`src/rtl/seg7_scan_display.sv`:
```
// seg7_scan_display: time-multiplexed common-anode seven-segment display driver.
//
// A shadow register captures value_i on load_i, so a changing value_i never tears the display.
// A prescaler advances the digit index every REFRESH_DIV cycles. Every output is registered,
// one cycle behind the index, shadow, blank, leading-zero and decimal-point controls.
//
// Ports:
//   clk_i        system clock
//   rst_ni       synchronous reset, active-low
//   load_i       capture value_i into the shadow register
//   value_i      hex value; nibble i drives digit i (digit 0 is the rightmost)
//   lzb_en_i     leading-zero blanking enable
//   blank_i      turn all digits off (the scan keeps running underneath)
//   dp_mask_i    bit i lights the decimal point of digit i
//   seg_o        segments {g,f,e,d,c,b,a}, active-low
//   dp_o         decimal point, active-low
//   an_o         digit anodes, active-low, at most one bit low
//   scan_tick_o  one-cycle pulse after the digit index advances
module seg7_scan_display #(
  parameter int unsigned NUM_DIGITS  = 4,
  parameter int unsigned REFRESH_DIV = 100000,
  parameter int unsigned DATA_W      = 4 * NUM_DIGITS
) (
  input  logic                  clk_i,
  input  logic                  rst_ni,
  input  logic                  load_i,
  input  logic [DATA_W-1:0]     value_i,
  input  logic                  lzb_en_i,
  input  logic                  blank_i,
  input  logic [NUM_DIGITS-1:0] dp_mask_i,
  output logic [6:0]            seg_o,
  output logic                  dp_o,
  output logic [NUM_DIGITS-1:0] an_o,
  output logic                  scan_tick_o
);

  localparam int unsigned CntW = (REFRESH_DIV > 1) ? $clog2(REFRESH_DIV) : 1;
  localparam int unsigned IdxW = (NUM_DIGITS > 1) ? $clog2(NUM_DIGITS) : 1;

  localparam logic [6:0] SegOff = 7'h7F;

  logic [CntW-1:0]       cnt_q, cnt_d;
  logic [IdxW-1:0]       idx_q, idx_d;
  logic [DATA_W-1:0]     shadow_q, shadow_d;
  logic [6:0]            seg_q, seg_d;
  logic                  dp_q, dp_d;
  logic [NUM_DIGITS-1:0] an_q, an_d;
  logic                  tick_q, tick_d;

  logic                  cnt_tc;
  logic [3:0]            nibble;
  logic                  dp_sel;
  logic [NUM_DIGITS-1:0] an_sel;
  logic                  upper_zero;
  logic                  lz_blank;
  logic [6:0]            hex_seg;

  // Prescaler, digit index and shadow register.
  always_comb begin
    cnt_tc   = (cnt_q == CntW'(REFRESH_DIV - 1));
    cnt_d    = cnt_tc ? '0 : cnt_q + CntW'(1);
    idx_d    = idx_q;
    if (cnt_tc) begin
      idx_d = (idx_q == IdxW'(NUM_DIGITS - 1)) ? '0 : idx_q + IdxW'(1);
    end
    shadow_d = load_i ? value_i : shadow_q;
    tick_d   = cnt_tc;
  end

  // Select the current digit's nibble, decimal point and anode; in the same pass find whether
  // every nibble from the current digit upwards is zero (leading-zero condition).
  always_comb begin
    nibble     = 4'h0;
    dp_sel     = 1'b0;
    an_sel     = '1;
    upper_zero = 1'b1;
    for (int i = 0; i < NUM_DIGITS; i++) begin
      if (idx_q == IdxW'(i)) begin
        nibble    = shadow_q[4*i +: 4];
        dp_sel    = dp_mask_i[i];
        an_sel[i] = 1'b0;
      end
      if ((IdxW'(i) >= idx_q) && (shadow_q[4*i +: 4] != 4'h0)) begin
        upper_zero = 1'b0;
      end
    end
    // Digit 0 is never blanked so a zero value still shows a single "0".
    lz_blank = lzb_en_i && (idx_q != '0) && upper_zero;
  end

  // Hex to active-low {g,f,e,d,c,b,a}.
  always_comb begin
    hex_seg = SegOff;
    unique case (nibble)
      4'h0: hex_seg = 7'b1000000;
      4'h1: hex_seg = 7'b1111001;
      4'h2: hex_seg = 7'b0100100;
      4'h3: hex_seg = 7'b0110000;
      4'h4: hex_seg = 7'b0011001;
      4'h5: hex_seg = 7'b0010010;
      4'h6: hex_seg = 7'b0000010;
      4'h7: hex_seg = 7'b1111000;
      4'h8: hex_seg = 7'b0000000;
      4'h9: hex_seg = 7'b0010000;
      4'hA: hex_seg = 7'b0001000;
      4'hB: hex_seg = 7'b0000011;
      4'hC: hex_seg = 7'b1000110;
      4'hD: hex_seg = 7'b0100001;
      4'hE: hex_seg = 7'b0000110;
      4'hF: hex_seg = 7'b0001110;
      default: hex_seg = SegOff;
    endcase
  end

  // Output next-state; global blank overrides everything but leaves the scan running.
  always_comb begin
    if (blank_i) begin
      seg_d = SegOff;
      dp_d  = 1'b1;
      an_d  = '1;
    end else begin
      seg_d = lz_blank ? SegOff : hex_seg;
      dp_d  = ~dp_sel;
      an_d  = an_sel;
    end
  end

  always_ff @(posedge clk_i) begin
    if (!rst_ni) begin
      cnt_q    <= '0;
      idx_q    <= '0;
      shadow_q <= '0;
      seg_q    <= SegOff;
      dp_q     <= 1'b1;
      an_q     <= '1;
      tick_q   <= 1'b0;
    end else begin
      cnt_q    <= cnt_d;
      idx_q    <= idx_d;
      shadow_q <= shadow_d;
      seg_q    <= seg_d;
      dp_q     <= dp_d;
      an_q     <= an_d;
      tick_q   <= tick_d;
    end
  end

  assign seg_o       = seg_q;
  assign dp_o        = dp_q;
  assign an_o        = an_q;
  assign scan_tick_o = tick_q;

endmodule

```
`config.mk`:
```
export PLATFORM = sky130hd
export DESIGN_NAME = seg7_scan_display
export DESIGN_NICKNAME = d
export VERILOG_FILES = /design/src/rtl/seg7_scan_display.sv
export SDC_FILE = /design/constraint.sdc
export NUM_CORES = 1
export LEC_CHECK = 0
export ABC_AREA = 0
export ABC_CLOCK_PERIOD_IN_PS = 2780
export BUFFER_PORTS_ARGS = -buffer_cell sky130_fd_sc_hd__buf_2
export CORE_UTILIZATION = 33
export CTS_BUF_LIST = sky130_fd_sc_hd__clkbuf_8
export CTS_CLUSTER_SIZE = 25
export DETAILED_ROUTE_END_ITERATION = 16
export PLACE_DENSITY = 0.58
export SYNTH_ARGS = -nofsm -noshare
export SYNTH_HDL_FRONTEND = slang
export SYNTH_SLANG_ARGS = --single-unit
export TNS_END_PERCENT = 100
```
`constraint.sdc`:
```
create_clock -name clk_i -period 2.78 [get_ports clk_i]
set_input_delay 0.417 -clock clk_i [delete_from_list [all_inputs] [get_ports clk_i]]
set_output_delay 0.417 -clock clk_i [all_outputs]
set_load 0.03 [all_outputs]
```
* Word level (Yosys, flattened, before mapping)
Memory sizes are Yosys's and may differ from the RTL's. A register that Yosys moved wholly into a read port is not among the register bits.
Cells that the tools add are included.
** Word-level totals
- Register bits :: 41
- Memory bits (read-only) :: 112
- Logic and storage cells :: 51
- Memories kept :: 1
** Operators by class
- Add/sub/neg operators :: 2
- Order comparisons :: 4
- Equality and inequality tests :: 4
- Muxes and demuxes :: 17
- Bitwise operators :: 2
- Reductions and logical operators :: 15
** Memory list
- (name not given) :: depth 16, bits a word 7, rd ports 1, clocked after Yosys merged registers in 1, write ports 0, RTL line 94 : unique case (nibble)
** Operators with widths (number)
- 17-bit by 1-bit adder with 17-bit output, second input constant :: 1
- 17-bit equality test, second input constant :: 1
- 4-bit 2-to-1 mux :: 4
- 4-bit nonzero test :: 4
- 1-bit 2-to-1 mux :: 12
- 1-bit logical AND :: 6
- 2-bit equality test, second input constant :: 2
- 1-bit by 2-bit >= comparator with 1-bit output, first input constant :: 2
- 2-bit >= comparator, first input constant :: 2
- 2-bit OR reduction :: 2
- 3-bit OR reduction :: 1
- 2-bit by 1-bit adder with 2-bit output, second input constant :: 1
- 2-bit by 1-bit equality test with 1-bit output, second input constant :: 1
- 2-bit logical NOT :: 1
- 2-bit 2-to-1 mux :: 1
- 1-bit inverter :: 2
- 2-bit nonzero test :: 1

* Logic depth before layout (Yosys ltp)
Gate-level depths: netlist of the first run.
- Depth in word-level cells :: 8
- Mapped depth :: 12
- Depth with buffers taken out :: 11

* Worst setup path before layout of the first run
OpenSTA, ideal clock, no wires.
- Kind :: reg-to-reg
- Start point :: register idx_q[1]
- End point :: register seg_q[3], in the netlist seg_o[3]
- Library setup time :: 0.124 ns
- Data arrival time :: 2.139 ns
- Required time :: 2.656 ns
- Path slack :: 0.517 ns
- Stages on the path, launching flop included :: 12
- Period minus slack after synthesis :: 2.263 ns
- Path through :: dfxtp_1 -> inv_1 -> ha_1 -> buf_2 -> nor2b_1 -> a221oi_2 -> a221oi_2 -> inv_1 -> ha_1 -> nor2_1 -> a211oi_1 -> o21ai_1
** On the way
- Word-level cells in the longest chain between the ends :: 8
- Elaborated cells on any way between the ends :: 24
** RTL lines
- start, declared :: RTL line 43 : logic [IdxW-1:0] idx_q, idx_d;
- start signal, assigned :: RTL line 139 : idx_q <= idx_d;
- 1-bit by 2-bit >= comparator with 1-bit output :: RTL line 83 : if ((IdxW'(i) >= idx_q) && (shadow_q[4*i +: 4] != 4'h0)) begin
- 1-bit logical AND :: RTL line 83
- 1-bit 2-to-1 mux (4 in series) :: RTL line 83
- 1-bit logical AND :: RTL line 88 : lz_blank = lzb_en_i && (idx_q != '0) && upper_zero;
- 3-bit OR reduction (no line)
- end, declared :: RTL line 45 : logic [6:0] seg_q, seg_d;
Several ways; a longest one is shown, not always the timed one.
A chain may end at the register's enable or synchronous reset.

* Final worst setup path of the first run
- Start point :: register idx_q[0]
- End point :: register seg_q[5], in the netlist seg_o[5]
Same word-level chain as after synthesis.

==> results of run 1 <==
## per-stage QoR
stage	instances	power, uW	hold WS (ns)	cell area [um2]	util, %
after floorplan	235	843	0.430	2280	-
after global placement	343	888	0.447	2530	38.7
after detailed placement	343	889	0.459	2530	38.7
after CTS	350	1280	0.365	2610	39.9
after global routing	350	1320	0.380	2610	39.9
final	350	1260	0.377	2610	39.9
## tightest hold or removal path: cells and delay by family
family / cells / cell delay, ns
simple gates: 1 / 0.09
buf+inv: 1 / 0.07
mux: 1 / 0.06
## cells by family after synthesis
family / count (synthesis) / synth area share (%)
xor gates and xnor gates: 15 / 5.75
buffers and inverters: 20 / 4.44
adders and majority gates: 12 / 6.57
DFF: 48 / 42.1
AOI/OAI and AO/OA: 30 / 11.4
muxes: 17 / 7.45
and+or+nand+nor: 93 / 22.3
## report_power, final
group	switching (uW)	internal, uW	total (uW)
Combinational	79.4	61.9	141
Sequential	18.0	713	731
Clock	217	168	384
## per-layer routing
layer	track usage [%]	share of wire (%)	vias to the layer above
met5	0	0	-
met4	5.86	1.2	0
met3	3.60	4.2	4
met2	20.2	42	35
met1	19.1	52	771
li1	-	-	891
## cell type report
class                           instances  area [um2]  area share, %
Sequential cell                        48         961           36.9
Inverter                               11        41.3           1.58
Tap cell                               77        96.3           3.70
Multi-Input combinational cell        167        1220           46.9
Clock buffer                            5        68.8           2.64
Timing Repair Buffer                   40         208           7.97
Clock inverter                          2        8.76          0.336
## worst paths after layout
check	end	from
worst max-delay path	seg_o[5]	idx_q[0]
worst max register to register	seg_o[5]	idx_q[0]
worst min register to register	cnt_q[0]	cnt_q[0]
worst min-delay path	shadow_q[2]	value_i[2]
## sequential cells by signal (all words and copies together), names as in the netlist
signal,cells
an_o,4
cnt_q,17
dp_o,1
idx_q,2
scan_tick_o,1
seg_o,7
shadow_q,16
## Yosys cell counts, drive strengths merged
| cell | n | area [um2] |
|---|---|---|
| nand3b | 2 | 15.0 |
| a221o | 1 | 10.0 |
| nand4 | 3 | 18.8 |
| or2 | 1 | 6.26 |
| nor4 | 4 | 25.0 |
| inv | 11 | 41.3 |
| a211oi | 5 | 42.5 |
| o31ai | 1 | 7.51 |
| a211o | 2 | 17.5 |
| buf | 7 | 52.5 |
| and3 | 4 | 25.0 |
| mux2i | 17 | 170 |
| and4 | 2 | 17.5 |
| nand2b | 3 | 21.3 |
| and2 | 3 | 18.8 |
| o2111ai | 1 | 8.76 |
| o21a | 1 | 7.51 |
| o221ai | 4 | 35.0 |
| a2bb2o | 2 | 40.0 |
| o21ai | 4 | 20.0 |
| xnor2 | 4 | 35.0 |
| nand3 | 13 | 70.1 |
| dfxtp | 48 | 961 |
| a221oi | 4 | 47.6 |
| nor2 | 25 | 93.8 |
| a21oi | 5 | 25.0 |
| nor2b | 21 | 131 |
| ha | 12 | 150 |
| nand2 | 8 | 30.0 |
| nor3b | 3 | 27.5 |
| nor4b | 1 | 8.76 |
| clkbuf | 2 | 7.51 |
| xor2 | 11 | 96.3 |
==> results.sh, run 1 <==
export IMPL_diodes=0
export IMPL_syn_inst=235
export IMPL_syn_nets=272
export IMPL_cts_resized=0
export IMPL_final_cell_mix="dfxtp_1, buf_2, nor2_1"
export IMPL_hold_viol_final=0
export IMPL_antenna_found_initial=0
export IMPL_portBuffers=37
export IMPL_synth_warnings=0
export IMPL_slew_headroom_pct=67.7
export IMPL_dr_pass1_iters=4
export IMPL_worst_endpoint_required_ns=2.94
export IMPL_critical_path_top_delay_family="compound AO/OA/AOI/OAI gates"
export IMPL_rr_worst_depth=11
export IMPL_overflow=0
export IMPL_postSynthAreaPerCell_um2=9.72
export IMPL_wl_um=4550
export IMPL_powerDensity_mw_per_mm2=482
export IMPL_grt_max_degree=20
export IMPL_fillers=676
export IMPL_avgViaCountPerCell=4.86
export IMPL_finalSetupTns_ns=0
export IMPL_drc=0
export IMPL_crit_path_start_kind="flop"
export IMPL_worstHoldPathCells=3
export IMPL_crit_buf_inv=3
export IMPL_status="completed"
export IMPL_synth_seq_cells=48
export IMPL_routedWlPerCell_um=13.0
export IMPL_min_period_over_period_pct=90.9
export IMPL_cts_setup_buffers=0
export IMPL_synth_seq_area_share_pct=42.1
export IMPL_slew_viol_final=0
export IMPL_grt_pass1_wl_um=7760
export IMPL_clockRootBuffer="clkbuf_8"
export IMPL_synth_area_mm2=0.00228
export IMPL_tightest_slew_ns=0.485
export IMPL_clk_pin_slew_ns=0.08
export IMPL_grt_pass1_vias=1554
export IMPL_hpwl_um=3450
export IMPL_initial_core_util_pct=35.0
export IMPL_cap_viol_max_count=0
export IMPL_slowest_stage="dfxtp_1"
export IMPL_setup_viol=0
export IMPL_nets=310
export IMPL_cp_arrival_ns=2.69
export IMPL_ir_drop_v=0.000220
export IMPL_critPathMaxStageDelay_ns=0.41
export IMPL_skew_ns=0.00797
export IMPL_worst_setup_path_end_kind="flop"
export IMPL_clk_latency_ns=0.29
export IMPL_crit_type="flop to flop"
export IMPL_grtUsageTotal_pct=13.8
export IMPL_dieArea_mm2=0.00726
export IMPL_drtIter0Drc=94
export IMPL_cts_max_level=2
export IMPL_via_count=1701
export IMPL_fin_ws_ns=0.252
export IMPL_min_period_ns=2.53
export IMPL_core_area_mm2=0.00653
export IMPL_min_path_type="primary input to flop"
export IMPL_cts_hold_buf=0
export IMPL_ys_types=41
export IMPL_r2r_slack_ns=0.25
export IMPL_drive_gt1_share_pct=20.1
export IMPL_row_count=29
export IMPL_gp_congestion=0.810
export IMPL_io_pins=38
export IMPL_cp_depth=11
export IMPL_dp_slack_ns=0.270
export IMPL_rsz0062_at_grt="false"
export IMPL_cts_max_path_buffers=2
export IMPL_antenna_left=0
export IMPL_die_x_um=85.2
export IMPL_die_h_um=85.2
export IMPL_final_common_cell="dfxtp_1"
export IMPL_crit_fanout=10
export IMPL_cts_tree="built"
export IMPL_cp_cell_sequence="inv_1 > ha_1 > or2_2 > a221oi_1 > a221o_1 > inv_1 > ha_1 > inv_1 > nor2_1 > a21oi_1 > o221ai_1"
export IMPL_clock_sinks=48
export IMPL_max_freq_ghz=0.396
export IMPL_syn_to_final_growth_pct=14.1
export IMPL_cts_inserted_buffers=5
export IMPL_power_leakage_uw=0.00108
export IMPL_crit_top_cell="inv_1"
(Power assumes the default switching activity.)
==> run 2, diff against run 1 <==
- CORE_MARGIN: not set -> 1.5
==> results.sh, run 2 (same netlist as run 1, synthesis figures left out) <==
export IMPL_crit_buf_inv=3
export IMPL_min_period_ns=2.48
export IMPL_seq_power_share_pct=53.2
export IMPL_grt_pass1_wl_um=7620
export IMPL_p_sw_uw=329
export IMPL_drive_gt1_share_pct=20.8
export IMPL_grt_pass1_vias=1638
export IMPL_worst_endpoint_required_ns=2.95
export IMPL_ir_drop_v=0.000226
export IMPL_avgViaCountPerCell=4.81
export IMPL_powerDensity_mw_per_mm2=518
export IMPL_final_common_cell="dfxtp_1"
export IMPL_cts_max_level=2
export IMPL_dieArea_mm2=0.00743
export IMPL_clkPwrFrac_pct=36.5
export IMPL_min_path_type="primary input to flop"
export IMPL_via_count=1704
export IMPL_die_x_um=86.2
export IMPL_hold_viol_final=0
export IMPL_hpwl_um=3320
export IMPL_worst_setup_path_end_kind="flop"
export IMPL_min_period_over_period_pct=89.2
export IMPL_drtIter0Drc=44
export IMPL_gp_congestion=0.855
export IMPL_crit_path_start_kind="flop"
export IMPL_setup_viol=0
export IMPL_tightest_slew_ns=0.476
export IMPL_routedWlPerCell_um=12.6
export IMPL_skew_ns=0.0101
export IMPL_finalSetupTns_ns=0
export IMPL_clockRootBuffer="clkbuf_8"
export IMPL_wl_um=4450
export IMPL_startpoint="idx_q[0]"
export IMPL_diodes=0
export IMPL_cp_cell_sequence="inv_1 > ha_1 > or2_2 > a221oi_1 > a221o_1 > inv_1 > ha_1 > inv_1 > nor2_1 > a21oi_1 > o221ai_1"
export IMPL_power_leakage_uw=0.00109
export IMPL_antenna_found_initial=0
export IMPL_top_register="cnt_q"
export IMPL_cap_viol_max_count=0
export IMPL_r2r_start="idx_q[0]"
export IMPL_p_int_uw=1040
export IMPL_initial_core_util_pct=33.8
export IMPL_io_pins=38
export IMPL_syn_to_final_growth_pct=15.7
export IMPL_p_sw_share_pct=24.0
export IMPL_slew_headroom_pct=68.2
export IMPL_die_h_um=86.2
export IMPL_cts_max_path_buffers=2
export IMPL_status="completed"
export IMPL_cts_tree="built"
export IMPL_grtUsageTotal_pct=13.1
export IMPL_drc=0
export IMPL_slew_viol_final=0
export IMPL_fin_ws_ns=0.301
export IMPL_portBuffers=37
export IMPL_combPwrFrac_pct=10.3
export IMPL_critPathMaxStageDelay_ns=0.41
export IMPL_cts_inserted_buffers=5
export IMPL_final_cell_mix="dfxtp_1, buf_2, nor2_1"
export IMPL_slowest_stage="dfxtp_1"
export IMPL_cts_resized=0
export IMPL_row_count=30
export IMPL_critical_path_top_delay_family="compound AO/OA/AOI/OAI gates"
export IMPL_clk_latency_ns=0.30
export IMPL_hold_path_startpoint="value_i[11]"
export IMPL_overflow=0
export IMPL_grt_max_degree=20
export IMPL_core_area_mm2=0.00676
export IMPL_clk_pin_slew_ns=0.09
export IMPL_dr_pass1_iters=4
export IMPL_dp_slack_ns=0.280
export IMPL_crit_top_cell="inv_1"
export IMPL_cts_hold_buf=0
export IMPL_clock_sinks=48
export IMPL_cts_setup_buffers=0
export IMPL_cp_arrival_ns=2.65
export IMPL_crit_fanout=10
export IMPL_rsz0062_at_grt="false"
export IMPL_max_freq_ghz=0.403
export IMPL_crit_type="flop to flop"
export IMPL_antenna_left=0
export IMPL_nets=310
export IMPL_largest_register_ffs=17
[run 2: cell count changes in the layout (fill, tap and decap cells not counted), sizes merged]
cell and delta:
bufinv +1, clkinvlp +1, inv -1
[run 2: layout make-up]
cell class | count | area (um2)
repair buffers | 40 | 208
clock buffers | 5 | 68.8
fillers | 676 | 4110
inverters | 11 | 41.3
well taps | 80 | 100
flip-flops and latches | 48 | 961
clock inverters | 3 | 42.5
multi-input cells | 167 | 1220
[run 2: worst paths after layout]
check        cells past startpoint      endpoint  slack [ns]
max                             11      seg_o[5]        0.30
min reg2reg                      1      cnt_q[0]        0.48
min                              3  shadow_q[11]        0.37
max reg2reg                     11      seg_o[5]        0.30
[run 2: stage by stage]
stage / power (uW) / util [%] / hold WS, ns / std cells / cell area [um2]
floorplan: 843 / - / 0.430 / 235 / 2280
global placement: 888 / 37.5 / 0.444 / 346 / 2530
detailed placement: 888 / 37.5 / 0.469 / 346 / 2530
CTS: 1390 / 39.1 / 0.367 / 354 / 2640
global route: 1440 / 39.1 / 0.371 / 354 / 2640
finish: 1370 / 39.1 / 0.372 / 354 / 2640
[run 2: metal layers]
metal  wire [um]  vias to the layer above  GRT usage, %
met5           0                        -             0
met4          83                        0          5.28
met3         196                       10          2.86
met2        2020                       40          20.4
met1        2140                      764          17.6
li1            -                      890             -
[run 2: power groups by stage]
stage / logic (uW) / registers (uW) / clock network, uW
2_1_floorplan: 85.3 / 758 / 0
3_3_place_gp: 142 / 745 / 0
3_5_place_dp: 142 / 746 / 0
4_1_cts: 142 / 730 / 520
5_1_grt: 160 / 733 / 543
6_report: 141 / 729 / 500
[run 2: tightest hold or removal path, delay by kind of cell]
kind / cells / cell delay, ns
simple gates: 1 / 0.09
buf+inv: 1 / 0.07
mux: 1 / 0.05
==> run 3, diff against run 2 <==
- PLACE_DENSITY: 0.58 -> 0.59
- SLEW_MARGIN: not set -> 20
==> results.sh, run 3 (same netlist as run 1, synthesis figures left out) <==
export IMPL_nets=310
export IMPL_clockRootBuffer="clkbuf_8"
export IMPL_diodes=0
export IMPL_wl_um=4470
export IMPL_critical_path_top_delay_family="compound AO/OA/AOI/OAI gates"
export IMPL_avgViaCountPerCell=4.78
export IMPL_crit_buf_inv=3
export IMPL_skew_ns=0.00498
export IMPL_cts_resized=0
export IMPL_place_inst=346
export IMPL_worst_setup_path_end_kind="flop"
export IMPL_grt_max_degree=20
export IMPL_portBuffers=37
export IMPL_cp_arrival_ns=2.64
export IMPL_worst_endpoint_required_ns=2.94
export IMPL_antenna_found_initial=1
export IMPL_cts_hold_buf=0
export IMPL_powerDensity_mw_per_mm2=499
export IMPL_antenna_left=0
export IMPL_io_pins=38
export IMPL_drc=0
export IMPL_cap_viol_max_count=0
export IMPL_grt_pass1_wl_um=7130
export IMPL_cts_inserted_buffers=5
export IMPL_core_area_mm2=0.00676
export IMPL_grt_pass1_vias=1576
export IMPL_die_x_um=86.2
export IMPL_cts_tree="built"
export IMPL_min_period_ns=2.48
export IMPL_overflow=0
export IMPL_rsz0062_at_grt="false"
export IMPL_gp_congestion=0.811
export IMPL_crit_type="flop to flop"
export IMPL_ir_drop_v=0.000217
export IMPL_syn_to_final_growth_pct=15.1
export IMPL_cts_setup_buffers=0
export IMPL_slowest_stage="dfxtp_1"
export IMPL_initial_core_util_pct=33.8
export IMPL_final_common_cell="dfxtp_1"
export IMPL_power_leakage_uw=0.00109
export IMPL_min_period_over_period_pct=89.0
export IMPL_dieArea_mm2=0.00743
export IMPL_min_path_type="primary input to flop"
export IMPL_clock_sinks=48
export IMPL_via_count=1689
export IMPL_dr_pass1_iters=4
export IMPL_drtIter0Drc=69
export IMPL_top_register="cnt_q"
export IMPL_utilization_pct=38.9
export IMPL_cts_max_path_buffers=2
export IMPL_row_count=30
export IMPL_die_h_um=86.2
export IMPL_final_cells=353
export IMPL_clk_latency_ns=0.29
export IMPL_crit_top_cell="inv_1"
export IMPL_hold_viol_final=0
export IMPL_clk_pin_slew_ns=0.08
export IMPL_critPathMaxStageDelay_ns=0.41
export IMPL_setup_viol=0
export IMPL_tightest_slew_ns=0.495
export IMPL_crit_path_start_kind="flop"
export IMPL_cp_cell_sequence="inv_1 > ha_1 > or2_2 > a221oi_1 > a221o_1 > inv_1 > ha_1 > inv_1 > nor2_1 > a21oi_1 > o221ai_1"
export IMPL_routedWlPerCell_um=12.7
export IMPL_cts_max_level=2
export IMPL_drive_gt1_share_pct=20.5
export IMPL_status="completed"
export IMPL_hpwl_um=3300
export IMPL_crit_fanout=10
export IMPL_final_cell_mix="dfxtp_1, buf_2, nor2_1"
export IMPL_slew_headroom_pct=67.0
export IMPL_largest_register_ffs=17
export IMPL_grtUsageTotal_pct=12.3
export IMPL_finalSetupTns_ns=0
export IMPL_slew_viol_final=0
export IMPL_max_freq_ghz=0.404
-- run 3: worst paths after layout --
check        startpoint     endpoint  slack, ns  depth (start not counted)
max            idx_q[0]     seg_o[5]       0.30                         11
min reg2reg    cnt_q[0]     cnt_q[0]       0.47                          1
min          value_i[4]  shadow_q[4]       0.38                          3
max reg2reg    idx_q[0]     seg_o[5]       0.30                         11
-- run 3: metal layers --
| metal | vias to the layer above | track usage (%) | share of wire [%] |
|---|---|---|---|
| li1 | 890 | - | - |
| met1 | 764 | 14.3 | 46 |
| met2 | 28 | 20.6 | 47 |
| met3 | 7 | 4.29 | 5.4 |
| met4 | 0 | 4.99 | 1.9 |
| met5 | - | 0 | 0 |
-- run 3: cell type report --
class	count	area, um2
sequential	48	961
tap	80	100
inverter	11	41.3
timing repair buffer	40	208
fill	693	4130
multi-input combinational	167	1220
clock buffer	7	96.3
-- run 3: worst reg2reg max path, stage by stage, from the launching register on --
cell and delay, ns:
dfxtp_1 0.41, inv_1 0.11, ha_1 0.32, or2_2 0.33
a221oi_1 0.21, a221o_1 0.24, inv_1 0.13, ha_1 0.21
inv_1 0.08, nor2_1 0.06, a21oi_1 0.11, o221ai_1 0.12
-- run 3: stage by stage --
stage | cell area [um2] | power (uW) | hold slack [ns] | setup slack, ns
after floorplan | 2280 | 843 | 0.430 | 0.517
after global placement | 2530 | 886 | 0.449 | 0.390
after detailed placement | 2530 | 888 | 0.454 | 0.295
after CTS | 2630 | 1340 | 0.367 | 0.287
after global routing | 2630 | 1370 | 0.379 | 0.0720
final | 2630 | 1310 | 0.376 | 0.305
-- run 3: power by group --
| part | total (uW) | switching (uW) | leakage (uW) | internal (uW) |
|---|---|---|---|---|
| Sequential | 730 | 16.8 | 0.000393 | 713 |
| Combinational | 141 | 78.6 | 0.000642 | 62.2 |
| Clock | 440 | 219 | 0.0000503 | 222 |
